### src/rtl/ifns_decoder_33.sv
// Three-stage decoder from a 33-wire Fibonacci-weighted IFNS codeword to 23-bit data.
// Words whose weighted sum overflows 23 bits are flagged and counted.
module ifns_decoder_33 #(
  parameter int CODE_W = 33,
  parameter int DATA_W = 23,
  parameter int CNT_W  = 16
) (
  input  logic              clock,
  input  logic              rst,
  input  logic              code_valid,
  input  logic [CODE_W-1:0] codein,
  output logic              data_valid,
  output logic [DATA_W-1:0] dataout,
  output logic              code_err,
  output logic [CNT_W-1:0]  err_cnt,
  input  logic              err_cnt_clr
);

  localparam int SUM_W = DATA_W + 1;
  localparam logic [CNT_W-1:0] CNT_MAX = {CNT_W{1'b1}};

  logic              s0_valid;
  logic [CODE_W-1:0] s0_code;
  logic              s1_valid;
  logic [SUM_W-1:0]  s1_lo, s1_mid, s1_hi;
  logic [SUM_W-1:0]  part_lo, part_mid, part_hi;
  logic [SUM_W-1:0]  fib_cur, fib_prev, fib_next;
  logic [SUM_W-1:0]  sum;
  logic              err_event;

  // Weights are generated by the Fibonacci recurrence and fold to constants.
  always_comb begin
    part_lo  = '0;
    part_mid = '0;
    part_hi  = '0;
    fib_cur  = SUM_W'(1);
    fib_prev = '0;
    fib_next = '0;
    for (int k = 1; k <= CODE_W; k++) begin
      if (s0_code[k-1]) begin
        if (k <= 11)
          part_lo = part_lo + fib_cur;
        else if (k <= 22)
          part_mid = part_mid + fib_cur;
        else
          part_hi = part_hi + fib_cur;
      end
      fib_next = fib_cur + fib_prev;
      fib_prev = fib_cur;
      fib_cur  = fib_next;
    end
  end

  assign sum       = s1_lo + s1_mid + s1_hi;
  assign err_event = s1_valid & sum[DATA_W];

  always_ff @(posedge clock) begin
    if (rst) begin
      s0_valid   <= 1'b0;
      s0_code    <= '0;
      s1_valid   <= 1'b0;
      s1_lo      <= '0;
      s1_mid     <= '0;
      s1_hi      <= '0;
      data_valid <= 1'b0;
      dataout    <= '0;
      code_err   <= 1'b0;
    end else begin
      s0_valid   <= code_valid;
      s0_code    <= codein;
      s1_valid   <= s0_valid;
      s1_lo      <= part_lo;
      s1_mid     <= part_mid;
      s1_hi      <= part_hi;
      data_valid <= s1_valid;
      code_err   <= err_event;
      if (s1_valid)
        dataout <= sum[DATA_W-1:0];
    end
  end

  // A clear that coincides with an error keeps that error counted.
  always_ff @(posedge clock) begin
    if (rst)
      err_cnt <= '0;
    else if (err_cnt_clr)
      err_cnt <= err_event ? CNT_W'(1) : '0;
    else if (err_event && err_cnt != CNT_MAX)
      err_cnt <= err_cnt + CNT_W'(1);
  end

endmodule

### config.mk
export PLATFORM = sky130hd
export DESIGN_NAME = ifns_decoder_33
export DESIGN_NICKNAME = d
export VERILOG_FILES = /design/src/rtl/ifns_decoder_33.sv
export SDC_FILE = /design/constraint.sdc
export NUM_CORES = 1
export LEC_CHECK = 0
export CAP_MARGIN = 20
export CELL_PAD_IN_SITES_DETAIL_PLACEMENT = 1
export CELL_PAD_IN_SITES_GLOBAL_PLACEMENT = 1
export CORE_AREA = 2 2 176 178
export DETAILED_ROUTE_END_ITERATION = 10
export DIE_AREA = 0 0 178 180
export DONT_BUFFER_PORTS = 1
export PLACE_DENSITY_LB_ADDON = 0.1
export SYNTH_ARGS = -nofsm -noshare
export SYNTH_HDL_FRONTEND = slang
export SYNTH_SLANG_ARGS = --single-unit
### constraint.sdc
create_clock -name clock -period 20.7 [get_ports clock]
set_input_delay 3.105 -clock clock [delete_from_list [all_inputs] [get_ports clock]]
set_output_delay 3.105 -clock clock [all_outputs]
set_load 0.005 [all_outputs]
**Yosys cells after proc, flatten, opt, wreduce, memory -nomap -nowiden**

Cells that the tools add are included.

- Bits of input ports: 37
- Logic and storage cells: 83
- Register bits: 148
- Output and inout bits: 41

- Reduce and logical (&&, ||, !) cells: 2
- Equality and inequality tests: 1
- $add $sub $neg: 33
- Bitwise operators: 1
- Muxes and demuxes: 36

Operator list:

| operator | count |
|---|---|
| 2-to-1 mux 24 bit | 30 |
| adder 24 x 10 -> 24 bit, second input constant | 2 |
| adder 24 x 13 -> 24 bit, second input constant | 2 |
| adder 24 x 17 -> 24 bit, second input constant | 2 |
| adder 24 x 19 -> 24 bit, second input constant | 2 |
| adder 24 x 2 -> 24 bit, second input constant | 2 |
| adder 24 x 22 -> 24 bit, second input constant | 2 |
| adder 24 bit | 2 |
| adder 24 x 4 -> 24 bit, second input constant | 2 |
| adder 24 x 6 -> 24 bit, second input constant | 2 |
| 2-to-1 mux 16 bit | 2 |
| adder 24 x 1 -> 24 bit, second input constant | 1 |
| adder 24 x 11 -> 24 bit, second input constant | 1 |
| adder 24 x 12 -> 24 bit, second input constant | 1 |
| adder 24 x 14 -> 24 bit, second input constant | 1 |
| adder 24 x 15 -> 24 bit, second input constant | 1 |
| adder 24 x 16 -> 24 bit, second input constant | 1 |
| adder 24 x 18 -> 24 bit, second input constant | 1 |
| adder 24 x 20 -> 24 bit, second input constant | 1 |
| adder 24 x 21 -> 24 bit, second input constant | 1 |
| adder 24 x 3 -> 24 bit, second input constant | 1 |
| adder 24 x 5 -> 24 bit, second input constant | 1 |
| adder 24 x 7 -> 24 bit, second input constant | 1 |
| adder 24 x 8 -> 24 bit, second input constant | 1 |
| 9 further kinds | 10 |

**Depth between registers and ports, before layout**

- Word-level depth: 21
- Gate-level depth with buffers: 32

**Least setup slack after synthesis**

OpenSTA, ideal clock, no wires.

- Path type: reg-to-reg
- Start point: reg s0_code[24]
- End point: reg s1_hi[22]
- Cell stages (with the launch flop): 32
- Arrival time: 6.418 ns
- Setup slack: 14.154 ns
- Buffers on the path: 2
- Data required time: 20.572 ns
- Library setup time: 0.128 ns
- Period minus slack after synthesis: 6.546 ns
- Cells stage by stage: dfxtp_1 > buf_4 > buf_6 > inv_1 > ha_1 > nand2b_1 > nand3_1 > nand2_1 > ha_1 > o21ai_0 > ha_1 > a21oi_1 > o31ai_1 > xor2_1 > ha_1 > a221o_1 > or3_1 > a21oi_1 > nand2_1 > or3_1 > a2111oi_0 > o21ba_2 > a311o_1 > or3_1 > mux2_2 > o22a_1 > a21oi_1 > o31ai_1 > a21oi_1 > o31ai_2 > xnor2_1 > nor2_1

- Longest elaborated chain between the ends: 17

Ends and longest elaborated chain:

| what | line | text |
|---|---|---|
| start, declared | 23 | `logic [CODE_W-1:0] s0_code;` |
| start signal, assigned | 70 | `s0_code <= codein;` |
| 2-to-1 mux 24 bit * | 40 | `if (s0_code[k-1]) begin` |
| adder 24 x 17 -> 24 bit | 46 | `part_hi = part_hi + fib_cur;` |
| 2-to-1 mux 24 bit * | 40 |  |
| adder 24 x 18 -> 24 bit | 46 |  |
| 2-to-1 mux 24 bit * | 40 |  |
| adder 24 x 19 -> 24 bit | 46 |  |
| 2-to-1 mux 24 bit * | 40 |  |
| adder 24 x 19 -> 24 bit | 46 |  |
| 2-to-1 mux 24 bit * | 40 |  |
| adder 24 x 20 -> 24 bit | 46 |  |
| 2-to-1 mux 24 bit * | 40 |  |
| adder 24 x 21 -> 24 bit | 46 |  |
| 2-to-1 mux 24 bit * | 40 |  |
| adder 24 x 22 -> 24 bit | 46 |  |
| 2-to-1 mux 24 bit * | 40 |  |
| adder 24 x 22 -> 24 bit | 46 |  |
| 2-to-1 mux 24 bit * | 40 |  |
| end signal, assigned | 74 | `s1_hi <= part_hi;` |
| end, declared | 25 | `logic [SUM_W-1:0] s1_lo, s1_mid, s1_hi;` |

Every way passes the cells marked *; elsewhere a longest branch is shown, timed or not.
A chain may end at the register's enable or synchronous reset.

**Worst setup path in the final report**

- Start point: reg s0_code[24]
- End point: reg s1_hi[23]

The elaborated chain is that of the path after synthesis.

==> impl_metrics.py <==
metrics = {
    "pwr": {
        "p_sw_uw": 598,
        "totalPowerFinal_uw": 1360,
        "max-vdd-ir-drop_v": 0.0000683,
        "leakage_uw": 0.00540,
        "seqPwrFrac_pct": 23.6,
        "comb_power_share_pct": 53.9,
        "power_density_nw_per_um2": 94.6,
        "pwr-share-clk_pct": 22.5,
        "p_sw_share_pct": 43.9,
        "internal_power_uw": 765,
    },
    "cells_and_area": {
        "areaGrowthSynthToFinish_pct": 5.79,
        "design_area_um2": 14400,
        "nets": 1843,
        "drive_gt1_share_pct": 6.69,
    },
    "detailed_routing": {
        "antenna_left": 0,
        "drtIter0Drc": 499,
        "viasPerCell": 5.77,
        "routed_wl_mm": 36.2,
        "dr.pass1.iters": 4,
        "drc": 0,
        "wl_per_cell_um": 17.0,
        "num_vias": 12300,
    },
    "sta": {
        "post-route-period-util_pct": 37.9,
        "worst_pin_slew_ns": 0.994,
        "fin_setup_tns_ns": 0,
        "fin_crit_ns": 7.85,
        "fin_skew_ns": 0.0119,
        "slew_headroom_pct": 33.6,
        "maxSlewViolCount": 0,
        "hold_viol": 0,
        "timing.fmax_mhz": 127,
        "setup_viol": 0,
        "rsz0062_at_grt": "no",
    },
    "clock_network": {
        "cts_setup_buffers": 0,
        "path_clk_slew_ns": 0.07,
        "cts_hold_buffers": 0,
        "cts-root-buf": "clkbuf_16",
        "clock_latency_ns": 0.44,
        "cts.path.max_buffers": 2,
        "ctsResizeCount": 0,
        "cts_sinks": 129,
        "cts_made_buffers": 17,
        "cts_tree": "yes",
        "htree_levels": 4,
    },
    "critical_path": {
        "worst_path_max_delay_cell": "fa_1",
        "max_stage_delay_ns": 0.93,
        "criticalPathCategory": "register to register",
        "cp_top_family": "compound AO/OA/AOI/OAI gates",
        "worst-path-buf-inv": 2,
        "worstSetupStartpointType": "register",
        "endpoint_kind": "register",
        "arrival_ns": 8.15,
        "crit_top_cell": "a21oi_1",
        "crit_required_ns": 21.00,
        "critPathMaxFanout": 39,
    },
    "die": {
        "start_util_pct": 45.1,
        "pin_count": 78,
        "dieArea_um2": 32000,
        "num_rows": 64,
        "die_x_um": 178,
        "die-height_um": 180,
        "coreArea_um2": 30200,
    },
    "global_route": {
        "track_usage_pct": 23.1,
        "grt-ovfl-total": 0,
        "antenna_found_initial": 1,
        "grt_start_max_net_pins": 114,
        "grt_pass1_vias": 12800,
        "grt_pass1_wl_mm": 61.7,
    },
    "placement": {
        "postPlaceCellArea_um2": 13800,
        "gp_congestion": 0.850,
        "port_buffers": 0,
        "hpwl_mm": 28.4,
    },
    "yosys": {
        "ys_warn_count": 0,
        "ys_seq_area_share_pct": 19.0,
        "ys.flop_type": "dfxtp_1",
        "synth_area_leaders": "dfxtp_1, xnor2_1, ha_1, xor2_1, nor2_1",
        "synth_cells": 1769,
        "synth-seq-cells": 129,
        "syn_area_per_cell_um2": 7.70,
        "yosysMostFrequentCell": "nor2_1",
        "syn_area_um2": 13600,
        "synth_commonest_cells": "nor2_1, nand2_1, xnor2_1",
        "synthArstFlopShare_pct": 0,
        "synth_top_area_cell": "dfxtp_1",
        "yosysTopAreaCellShare_pct": 19.0,
        "synth_edf_count": 0,
        "ys_types": 117,
    },
    "hold_path": {
        "worst_hold_path_type": "register to register",
    },
    "job": {
        "maxCapViolations": 0,
    },
    "run_status": {
        "status": "complete, no violations",
    },
}
## sequential cells by signal, summed over array words and instances (netlist names)
register and cells:
code_err 1, s0_valid 1, s1_mid 18, data_valid 1, s1_lo 11, dataout 23, s1_valid 1, s1_hi 24
s0_code 33, err_cnt 16
## layout by cell type, fill, tap and decap left out, types with 9 or more instances in the layout
| master | netlist | routed |
|---|---|---|
| nor2_1 | 185 | 185 |
| nand2_1 | 151 | 151 |
| xnor2_1 | 148 | 148 |
| dfxtp_1 | 129 | 129 |
| a21oi_1 | 105 | 105 |
| xor2_1 | 85 | 85 |
| o21ai_0 | 81 | 81 |
| ha_1 | 72 | 72 |
| nor2b_1 | 69 | 69 |
| inv_1 | 66 | 66 |
| nand3_1 | 46 | 46 |
| nand2b_1 | 40 | 40 |
| nor3_1 | 40 | 40 |
| o211ai_1 | 24 | 24 |
| and3_1 | 22 | 22 |
| o31ai_1 | 21 | 21 |
| or3_1 | 19 | 19 |
| a211oi_1 | 18 | 18 |
| nand4_1 | 18 | 18 |
| a21o_1 | 17 | 17 |
| clkbuf_16 | 0 | 17 |
| mux2i_1 | 16 | 16 |
| o21a_1 | 15 | 15 |
| o21ai_1 | 14 | 14 |
| and2_1 | 14 | 14 |
| a31oi_1 | 14 | 14 |
| fa_1 | 13 | 13 |
| mux2_2 | 12 | 12 |
| a21boi_0 | 12 | 12 |
| a211o_1 | 9 | 9 |
## power groups by stage
| stage | Clock, µW | Combinational [µW] | Sequential, µW |
|---|---|---|---|
| after floorplan | 0 | 598 | 311 |
| after global placement | 0 | 712 | 327 |
| after detailed placement | 0 | 732 | 328 |
| after CTS | 314 | 741 | 323 |
| after global routing | 323 | 835 | 327 |
| final | 306 | 735 | 322 |
## worst register-to-register path, delay by kind of cell (launching register included)
family	cells	cell delay, ns
AO/OA/AOI/OAI	12	3.13
XOR/XNOR	1	0.19
adder cells (fa/ha/maj)	4	1.81
buffers and inverters	2	0.47
flip-flops	1	0.30
multiplexers	1	0.35
AND/OR/NAND/NOR	6	1.45
## through the flow
step           cells  util [%]  hold slack, ns  worst slack, ns
4_1_cts         2130      47.7           0.465            12.93
6_report        2131      47.7           0.461            12.85
5_1_grt         2131      47.7           0.486            12.21
3_3_place_gp    2098      45.8           0.433            13.28
3_5_place_dp    2098      45.8           0.448            13.00
2_1_floorplan   1772         -           0.414            14.15
## cells by family after synthesis
| kind of cell | synth area share [%] |
|---|---|
| compound gates | 23.9 |
| xor+xnor | 16.5 |
| fa+ha+maj | 8.74 |
| buf+inv | 4.42 |
| flops | 19.0 |
| mux | 2.17 |
| other cells | 0.0275 |
| simple gates | 25.2 |
## area by class of cell
class	instances	area, µm²
Antenna cell	1	2.50
Tap cell	396	495
Clock inverter	12	121
Timing Repair Buffer	4	30.0
Multi-Input combinational cell	1499	10500
Sequential cell	129	2580
Inverter	70	263
Fill cell	3718	15800
Clock buffer	20	467
## path summary, 6_finish.rpt
kind,startpoint,to,slack (ns),depth (start not counted)
worst max-delay path,s0_code[24]$_SDFF_PP0_,s1_hi[23]$_SDFF_PP0_,12.85,26
worst min-delay path,s0_valid$_SDFF_PP0_,s1_valid$_SDFF_PP0_,0.46,1
worst max register to register,s0_code[24]$_SDFF_PP0_,s1_hi[23]$_SDFF_PP0_,12.85,26
worst min register to register,s0_valid$_SDFF_PP0_,s1_valid$_SDFF_PP0_,0.46,1
## layer usage
metal	vias up	wire length, µm	GRT usage (%)
met3	21	922	3.05
met5	-	0	0
li1	6192	-	-
met1	5963	17200	29.3
met4	0	266	3.97
met2	126	17900	41.7
Power figures use the tool's default switching activity.
